<file path="src/rtl/interleaver_scheduler.sv">
// interleaver_scheduler
//   Frame-level sequencer between the encoder/puncturer and the 802.11a block
//   interleaver. Per frame it writes one 48-bit BPSK SIGNAL symbol, then
//   nsym DATA symbols at the latched rate mode, then waits for the
//   interleaver to emit every written bit before pulsing done.
// Ports:
//   clock, reset (async, active-low)
//   start, cfgMode[1:0], cfgSymbols[9:0] - frame request and configuration
//   sigData/sigValid/sigReady            - SIGNAL coded-bit source handshake
//   encData/encValid/encReady            - DATA coded-bit source handshake
//   ilvData, ilvValid, ilvMode[1:0]      - interleaver write stream
//   ilvOutValid                          - interleaver output strobe (monitored)
//   busy, done, underrun, symCount[9:0]  - status
module interleaver_scheduler #(
  parameter int unsigned MAXSYM = 1023
) (
  input  logic                              clock,
  input  logic                              reset,
  input  logic                              start,
  input  logic [1:0]                        cfgMode,
  input  logic [$clog2(MAXSYM+1)-1:0]       cfgSymbols,
  input  logic                              sigData,
  input  logic                              sigValid,
  output logic                              sigReady,
  input  logic                              encData,
  input  logic                              encValid,
  output logic                              encReady,
  output logic                              ilvData,
  output logic                              ilvValid,
  output logic [1:0]                        ilvMode,
  input  logic                              ilvOutValid,
  output logic                              busy,
  output logic                              done,
  output logic                              underrun,
  output logic [$clog2(MAXSYM+1)-1:0]       symCount
);

  localparam int unsigned SYMW = $clog2(MAXSYM + 1);
  localparam int unsigned OCW  = 19;

  typedef enum logic [1:0] {
    IDLE,
    SIGNAL,
    DATA,
    DRAIN
  } state_t;

  state_t state, state_nx;

  logic [1:0]      mode_q;
  logic [SYMW-1:0] nsym_q;
  logic [8:0]      bit_q;
  logic [OCW-1:0]  ocnt_q;
  logic [8:0]      ncbps;
  logic [OCW-1:0]  target;

  logic start_ok;
  logic stream;
  logic last_bit;
  logic src_valid;
  logic src_data;
  logic drain_hit;

  always_comb begin
    ncbps = 9'd48;
    case (mode_q)
      2'b00:   ncbps = 9'd48;
      2'b01:   ncbps = 9'd96;
      2'b10:   ncbps = 9'd192;
      default: ncbps = 9'd288;
    endcase
  end

  assign target = OCW'(48) + OCW'(nsym_q) * OCW'(ncbps);

  always_ff @(posedge clock or negedge reset) begin
    if (!reset) state <= IDLE;
    else        state <= state_nx;
  end

  always_comb begin
    state_nx  = state;
    sigReady  = 1'b0;
    encReady  = 1'b0;
    start_ok  = 1'b0;
    stream    = 1'b0;
    last_bit  = 1'b0;
    src_valid = 1'b0;
    src_data  = 1'b0;
    drain_hit = 1'b0;
    case (state)
      IDLE: begin
        // done is registered and high in the first IDLE cycle; a start
        // coincident with it must not launch a new frame.
        if (start && !done) begin
          start_ok = 1'b1;
          state_nx = SIGNAL;
        end
      end
      SIGNAL: begin
        sigReady  = 1'b1;
        stream    = 1'b1;
        src_valid = sigValid;
        src_data  = sigData;
        last_bit  = (bit_q == 9'd47);
        if (last_bit) state_nx = (nsym_q != '0) ? DATA : DRAIN;
      end
      DATA: begin
        encReady  = 1'b1;
        stream    = 1'b1;
        src_valid = encValid;
        src_data  = encData;
        last_bit  = (bit_q == 9'(ncbps - 9'd1));
        if (last_bit && ((symCount + SYMW'(1)) == nsym_q)) state_nx = DRAIN;
      end
      DRAIN: begin
        drain_hit = ((ocnt_q + OCW'(ilvOutValid)) >= target);
        if (drain_hit) state_nx = IDLE;
      end
      default: state_nx = IDLE;
    endcase
  end

  always_ff @(posedge clock or negedge reset) begin
    if (!reset) begin
      mode_q   <= '0;
      nsym_q   <= '0;
      bit_q    <= '0;
      ocnt_q   <= '0;
      symCount <= '0;
      ilvData  <= 1'b0;
      ilvValid <= 1'b0;
      ilvMode  <= '0;
      busy     <= 1'b0;
      done     <= 1'b0;
      underrun <= 1'b0;
    end else begin
      // Holding busy through the done cycle makes it fall one cycle later.
      busy <= (state != IDLE) || (state_nx != IDLE);
      done <= drain_hit;

      if (start_ok) begin
        mode_q   <= cfgMode;
        nsym_q   <= cfgSymbols;
        bit_q    <= '0;
        ocnt_q   <= '0;
        symCount <= '0;
        underrun <= 1'b0;
      end else if (state != IDLE && ilvOutValid) begin
        ocnt_q <= ocnt_q + OCW'(1);
      end

      if (stream) begin
        ilvValid <= 1'b1;
        ilvData  <= src_valid & src_data;
        ilvMode  <= (state == SIGNAL) ? 2'b00 : mode_q;
        if (!src_valid) underrun <= 1'b1;
        bit_q <= last_bit ? '0 : bit_q + 9'd1;
        if (state == DATA && last_bit) symCount <= symCount + SYMW'(1);
      end else begin
        // ilvMode deliberately keeps the mode of the last written bit.
        ilvValid <= 1'b0;
        ilvData  <= 1'b0;
      end
    end
  end

endmodule

</file>
<file path="config.mk">
export PLATFORM = sky130hd
export DESIGN_NAME = interleaver_scheduler
export DESIGN_NICKNAME = d
export VERILOG_FILES = /design/src/rtl/interleaver_scheduler.sv
export SDC_FILE = /design/constraint.sdc
export NUM_CORES = 1
export LEC_CHECK = 0
export ABC_AREA = 1
export CORE_MARGIN = 2
export CORE_UTILIZATION = 56
export DETAILED_ROUTE_END_ITERATION = 6
export GPL_ROUTABILITY_DRIVEN = 0
export PLACE_DENSITY = 0.76
export SLEW_MARGIN = 5
export SYNTH_ARGS = -nofsm -noshare
export SYNTH_HDL_FRONTEND = slang
export SYNTH_SLANG_ARGS = --single-unit
</file>
<file path="constraint.sdc">
create_clock -name clock -period 7.25 [get_ports clock]
set_input_delay 1.45 -clock clock [delete_from_list [all_inputs] [get_ports clock]]
set_output_delay 1.45 -clock clock [all_outputs]
set_load 0.005 [all_outputs]
</file>
# Word level (Yosys, flattened, before mapping)
# Index checks and enable logic that the tools add are counted.
dict set report word_totals {
  out_inout_bits 19
  register_bits 59
}
dict set report op_classes {
  reduce_logical 14
  eq_ne 8
  n_addsub 6
  n_lt_le_gt_ge 1
  muxes 30
  mul 1
  bitwise_logic 1
}
# cell count
set op_table {}
lappend op_table {{$mux 19} 2}
lappend op_table {{$mux 10} 3}
lappend op_table {{$mux 9} 3}
lappend op_table {{$pmux 9 s3} 1}
lappend op_table {{$add 19x1->19} 1}
lappend op_table {{$add 19x1->19 const B} 1}
lappend op_table {{$add 6x19->19 const A} 1}
lappend op_table {{$ge 19x19->1} 1}
lappend op_table {{$mul 10x9->19} 1}
lappend op_table {{$mux 1} 12}
lappend op_table {{$add 10x1->10 const B} 1}
lappend op_table {{$eq 10x10->1} 1}
lappend op_table {{$mux 2} 5}
lappend op_table {{$reduce_bool 10->1} 1}
lappend op_table {{$add 9x1->9 const B} 1}
lappend op_table {{$eq 9x6->1 const B} 1}
lappend op_table {{$eq 9x9->1} 1}
lappend op_table {{$sub 9x1->9 const B} 1}
lappend op_table {{$pmux 2 s4} 1}
lappend op_table {{$reduce_bool 2->1} 4}
lappend op_table {{$eq 2x2->1 const B} 3}
lappend op_table {{$pmux 1 s2} 3}
lappend op_table {{$eq 2x1->1 const B} 2}
lappend op_table {{$logic_and 1x1->1} 4}
lappend op_table {{5 further kinds} 6}

# Longest topological paths before layout
# Gate-level depths: netlist (run 1).
dict set report logic_depth {
  depth_word 9
  mapped_depth 34
}

# Worst setup path after synthesis (run 1)
# OpenSTA, ideal clock, no wires.
dict set report synth_timing {
  path_kind {flip-flop to flip-flop}
  start {reg mode_q[0]}
  end {reg busy}
  path_stages_with_launch 31
  setup_ns 0.126
  path_buffers 1
  setup_slack_ns 1.389
  arrival_ns 5.736
  required_time_ns 7.124
  cell_sequence {dfrtp_1 inv_1 ha_1 clkbuf_1 nand2_1 fa_1 fa_1 inv_1 fa_1 ha_1 ha_1 ha_1 fa_1 nand3_1 nand2_1 a31oi_1 o21ai_0 a21oi_1 nor2_1 nor2_1 xnor2_1 ha_1 nand2_1 inv_1 nand3_1 nor2_1 nand4_1 nand4_1 nand2_1 a21oi_2 nand3_2}
}
dict set report synth_between {
  elab_chain_cells 9
  elab_cells_between_ends 15
  cone_classes {add/sub: 2; mul: 1; order compare: 1; eq/ne: 3; mux: 4; reduce/logical: 4}
}
# element line
set synth_rtl {}
lappend synth_rtl {{start: declaration} 50} ;# logic [1:0] mode_q;
lappend synth_rtl {{start signal: assignment} 143} ;# mode_q <= cfgMode;
lappend synth_rtl {{$eq 2x2->1, or another cell as far along} 66} ;# case (mode_q)
lappend synth_rtl {{$pmux 9 s3 (*)} 66}
lappend synth_rtl {{$mul 10x9->19 or $sub 9x1->9 (tied branches)} {74, 113}}
lappend synth_rtl {{$add 6x19->19 or $eq 9x9->1 (tied branches)} {74, 113}}
lappend synth_rtl {{$ge 19x19->1 or $logic_and 1x1->1 (tied branches)} {117, 114}}
lappend synth_rtl {{$mux 2, on equally long branches} {118, 114}}
lappend synth_rtl {{$pmux 2 s4 (*)} 91} ;# case (state)
lappend synth_rtl {{$reduce_bool 2->1 (*)} 139} ;# busy <= (state != IDLE) || (state_nx != IDLE);
lappend synth_rtl {{$logic_or 1x1->1 (*)} 139}
lappend synth_rtl {{end signal: assignment} 139}
lappend synth_rtl {{end: declaration} 32} ;# output logic busy,
# Every way passes the cells marked *; elsewhere a longest branch is shown, timed or not.
# A chain may end at the register's enable or synchronous reset.

# Worst setup path after layout (run 1)
# Same ends and word-level chain as after synthesis.

==> summary.md, run 1 <==
| Metric | Value |
|---|---|
| Clock Skews | `0.0109 ns` |
| # DRC | `0` |
| Setup Buffers After CTS | `0` |
| Crit. Startpoint | `mode_q[0]` |
| Reg2Reg Launch Point | `mode_q[0]` |
| Vias in the first global route | `5063` |
| Slowest CP cell | `fa_1` |
| Largest net degree at the start of global routing | `60` |
| CTS Buf Count | `9` |
| Run status | `finished, final reports clean` |
| Worst path most repeated cell | `ha_1` |
| WS Path Type | `flop to flop` |
| Post-route cell area | `0.00667 mm2` |
| Layout cells sized above 1 | `between 6 and 7%` |
| Rows | `37` |
| Max-slew violations | `0` |
| ANT cells | `0` |
| Pre-CTS setup slack | `0.983 ns` |
| Number of flops mapped to enable cells by yosys | `0` |
| Mapped Area | `0.00597 mm2` |
| TritonCTS clock tree | `yes` |
| Finish-stage setup viols | `0` |
| Most frequent cells in the layout | `179 x nand2_1, 163 x inv_1, 81 x ha_1` |
| Cells after synthesis | `797` |
| Post-route clock period utilization | `87.8%` |
| Die height | `107 um` |
| Core Region | `0.0103 mm2` |
| Initial antenna violation count | `0` |
| RSZ-0062 raised after global routing | `no` |
| Synth-to-Final Area Change | `11.7%` |
| First-pass GRT wire length | `roughly 23000 um` |
| DP Area | `0.00647 mm2` |
| Distinct cells, synth | `40` |
| Die area | `0.0115 mm2` |
| Cts hold-fix bufs | `0` |
| Ys Warns | `0` |
| Ys async rst share | `100%` |
| Worst Path Max Fanout | `12` |
| Final hold vios | `0` |
| Minimum clock period | `approximately 6.4 ns` |
| Worst setup margin | `0.883 ns` |
| Worst Max-Slew Pin Slew | `0.783 ns` |
| DIE WIDTH | `107 um` |
| Slew margin rel. | `a little under half` |
| Post_cts resized | `0` |
| Initial DRC count | `346` |
| Max H-tree Level | `3` |
| Clock transition at path regs | `approximately 0.070 ns` |
| Port-buffer cells | `38` |
| Commonest non-fill, non-tap cell in the layout | `nand2_1` |
| Critical Path Start Type | `flop` |
| Final Util | `between 60 and 70%` |
| Max_cap viols | `0` |
| Routed len/inst | `13.4 um` |
| Fillers | `approximately 860` |
| Number of I/O pins | `39` |
| CP endpoint kind | `flop` |
| Mapped Nets | `approximately 900` |
| Synth Flop Type | `dfrtp_1` |
| Vias | `between 5k and 6k` |
| Seq/Total Area, Yosys | `24.7%` |
| GRT Util Overall | `between 20% and 30%` |
| Post-Route WL | `13100 um` |
| Drt first pass iters | `5` |
| Reg area | `0.00148 mm2` |
| CTS root buf | `clkbuf_8` |
| Clock Latency Late Sink | `0.36 ns` |
| Initial Util | `57.8%` |
| Slowest stage delay, CP | `0.55 ns` |
| Post-DP HPWL | `9970 um` |
| Worst Hold Launch | `underrun` |
| Hold WC Path Type | `flop to flop` |
| Seq cells post-synth | `slightly below 60` |
| Routed Antenna Nets | `0` |
| Remaining Overflow, GRT | `0` |
| Vias per std cell | `~5.3` |
| Syn avg cell area | `7.49 um2` |
| Clock Tree Buf Depth | `2` |
| Sink Count | `around 60` |
| Final TNS setup | `0 ns` |
| Worst path required time | `between 7 and 8 ns` |
| Crit path DAT | `6.60 ns` |
| Nets | `slightly below 1k` |
| Multi-input logic area | `about 0.0038 mm2` |
| Fmax | `0.157 GHz` |
[registers in the layout (all words and copies together), names as in the netlist]
register and count:
ocnt_q 19, nsym_q 10, symCount 10, bit_q 9, ilvMode 2, mode_q 2
state 2, busy 1, done 1, ilvData 1, ilvValid 1, underrun 1
[synthesized netlist by cell type, drive strengths merged (3+ instances only)]
cell type	instances	area [um2]
xnor2	7	61.3
nand4	10	62.6
fa	26	521
nand3	43	225
a21oi	36	188
xor2	26	228
nor3	15	100
o22ai	12	75.1
nand2	183	697
clkbuf	9	35.0
nor2	60	263
ha	81	1010
inv	169	634
o21ai	37	189
dfrtp	59	1480
nor4	3	31.3
buf	5	30.0
o21a	3	22.5
[logic make-up (layout without fill, tap and decap cells)]
logic type	after synthesis	count (layout)	synth area share, %
compound gates	98	98	9.37
simple gates	315	315	23.2
xor+xnor	34	34	5.22
fa+ha+maj	107	107	25.7
flops	59	59	24.7
buf+inv	184	226	11.8
[per-layer routing]
metal  GRT usage (%)  wire length (um)
met5               0                 0
met4            7.98               182
met3            3.65               753
met2            40.0              6140
met1            34.2              6010
[through the flow]
stage,cells,hold slack (ns)
floorplan,797,0.475
global placement,959,0.477
detailed placement,959,0.480
CTS,975,0.506
global route,975,0.549
finish,975,0.508
[area by class of cell]
| class | instances | area share [%] |
|---|---|---|
| multi-input cells | 554 | 56.9 |
| flip-flops and latches | 59 | 22.1 |
| inverters | 170 | 9.57 |
| repair buffers | 40 | 5.85 |
| well taps | 136 | 2.55 |
| clock buffers | 10 | 2.06 |
| clock inverters | 6 | 0.957 |
[worst max-delay path: cells and delay by family, from the launching register on]
| kind | cells | cell delay, ns |
|---|---|---|
| adders and majority gates | 9 | 3.54 |
| and+or+nand+nor | 12 | 1.17 |
| AOI/OAI and AO/OA | 4 | 0.71 |
| DFF | 1 | 0.41 |
| buffers and inverters | 3 | 0.32 |
| xor gates and xnor gates | 1 | 0.09 |
[worst paths after layout]
kind | end | slack, ns | cells after the start
setup / recovery | busy | 0.88 | 29
hold / removal | underrun | 0.51 | 2
setup reg to reg | busy | 0.88 | 29
hold reg to reg | underrun | 0.51 | 2
max in group asynchronous | symCount[2] | 5.48 | 2
min in group asynchronous | ocnt_q[4] | 1.25 | 2
Power of run 1 is left out: the tool's default activity adds up to more than one toggle a clock period on the data nets, which glitch-free logic cannot reach.
==> run 2, diff against run 1 <==
==> constraint.sdc (replaced) <==
create_clock -name clock -period 7.25 [get_ports clock]
set_input_delay 0.725 -clock clock [delete_from_list [all_inputs] [get_ports clock]]
set_output_delay 0.725 -clock clock [all_outputs]
set_load 0.005 [all_outputs]
==> results of run 2 <==
Same layout as run 1 (identical final DEF). Status: finished, final reports clean.
Power of run 2 is left out for the same reason.
==> run 3, diff against run 2 <==
--- a/config.mk
+++ b/config.mk
@@ -6,7 +6,7 @@
 export NUM_CORES = 1
 export LEC_CHECK = 0
 export ABC_AREA = 1
-export CORE_MARGIN = 2
+export CORE_ASPECT_RATIO = 0.5
 export CORE_UTILIZATION = 56
 export DETAILED_ROUTE_END_ITERATION = 6
 export GPL_ROUTABILITY_DRIVEN = 0
==> summary.md, run 3 (synthesized netlist as in run 1, its figures left out) <==
| Metric | Value |
|---|---|
| # DRC | `0` |
| Layout cells sized above 1 | `under 10%` |
| Crit. Startpoint | `mode_q[0]` |
| Worst path most repeated cell | `ha_1` |
| Final TNS setup | `0 ns` |
| Drt first pass iters | `5` |
| Largest register by flop count | `ocnt_q` |
| Run status | `finished, final reports clean` |
| Remaining Overflow, GRT | `0` |
| Post-Route WL | `14200 um` |
| Max-slew violations | `0` |
| ANT cells | `0` |
| Critical Path Start Type | `flop` |
| Commonest non-fill, non-tap cell in the layout | `nand2_1` |
| Rows | `26` |
| Slowest stage delay, CP | `0.55 ns` |
| Post_cts resized | `0` |
| Setup Buffers After CTS | `0` |
| First-pass GRT wire length | `23600 um` |
| CTS root buf | `clkbuf_16` |
| Worst Max-Slew Pin Slew | `0.755 ns` |
| Initial Util | `between 50% and 60%` |
| Routed len/inst | `14.5 um` |
| Max H-tree Level | `3` |
| Crit path DAT | `6.55 ns` |
| Largest net degree at the start of global routing | `60` |
| Die area | `between 0.01 and 0.015 mm2` |
| CTS Buf Count | `9` |
| Flop2flop setup slack | `0.92 ns` |
| Clock transition at path regs | `0.06 ns` |
| Clock Latency Late Sink | `0.34 ns` |
| Vias | `5169` |
| Fmax | `roughly 0.16 GHz` |
| Reg2Reg Launch Point | `mode_q[0]` |
| Synth-to-Final Area Change | `13.9%` |
| Vias in the first global route | `roughly 4.9k` |
| Routed Antenna Nets | `0` |
| Clock Tree Buf Depth | `2` |
| Number of I/O pins | `39` |
| Port-buffer cells | `38` |
| Top flop regs | `ocnt_q (19), nsym_q (10), symCount (10)` |
| Most frequent cells in the layout | `179 x nand2_1, 163 x inv_1, 81 x ha_1` |
| CP delay by family, top | `adder cells` |
| Core Region | `0.0103 mm2` |
| Hold WC Path Type | `flop to flop` |
| Cts hold-fix bufs | `0` |
| RSZ-0062 raised after global routing | `no` |
| CP endpoint kind | `flop` |
| Minimum clock period | `6.33 ns` |
| Nets | `961` |
| Initial antenna violation count | `0` |
| DIE WIDTH | `148 um` |
| Placed instance count | `963` |
| Worst path required time | `approximately 7.5 ns` |
| TritonCTS clock tree | `yes` |
| CP Buf/Inv Count | `3` |
| Clock Skews | `about 0.0084 ns` |
| Worst Path Max Fanout | `12` |
| Slew margin rel. | `49.7%` |
| Initial DRC count | `391` |
| Final cell count without fillers | `about 980` |
| Fillers | `895` |
| GRT Util Overall | `27.8%` |
| Sink Count | `59` |
| Worst Hold Launch | `underrun` |
| WS Path Type | `flop to flop` |
| Vias per std cell | `5.28` |
| Max_cap viols | `0` |
| Post-DP HPWL | `11000 um` |
| Final hold vios | `0` |
| Post-route clock period utilization | `87.3%` |
| Max reg flops | `19` |
| Finish-stage setup viols | `0` |
| Die height | `about 75 um` |
| Slowest CP cell | `fa_1` |
## run 3: path summary, 6_finish.rpt
path	end	cells after the start
max	busy	29
min	underrun	2
max reg2reg	busy	29
min reg2reg	underrun	2
max in group asynchronous	symCount[4]	2
min in group asynchronous	nsym_q[9]	2
## run 3: metal layers
| metal | global-route usage [%] | share of wire [%] | vias up |
|---|---|---|---|
| li1 | - | - | 2592 |
| met1 | 38.8 | 49 | 2400 |
| met2 | 44.0 | 44 | 157 |
| met3 | 6.00 | 5.8 | 20 |
| met4 | 8.36 | 1.5 | 0 |
| met5 | 0 | 0 | - |
## run 3: layout make-up
class | instances | area (um2) | share of cell area (%)
Multi-Input combinational cell | 554 | 3790 | 55.8
Sequential cell | 59 | 1480 | 21.7
Tap cell | 140 | 175 | 2.58
Clock inverter | 7 | 101 | 1.49
Timing Repair Buffer | 40 | 390 | 5.74
Clock buffer | 9 | 225 | 3.31
Inverter | 170 | 638 | 9.39
## run 3: tightest hold or removal path, delay by kind of cell, from the launching register on
kind             cells  cell delay, ns
AO/OA/AOI/OAI        1            0.06
flip-flops           1            0.35
AND/OR/NAND/NOR      1            0.05
## run 3: per-stage QoR
step                      hold slack, ns  instance area [um2]  utilization (%)  worst slack [ns]
after floorplan                    0.429                 5970                -              1.39
after global placement             0.472                 6470             63.0              1.21
after detailed placement           0.483                 6470             63.0             0.966
after CTS                          0.500                 6800             66.1             0.955
after global routing               0.512                 6800             66.1             0.375
final                              0.495                 6800             66.1             0.919
Power of run 3 is left out for the same reason.
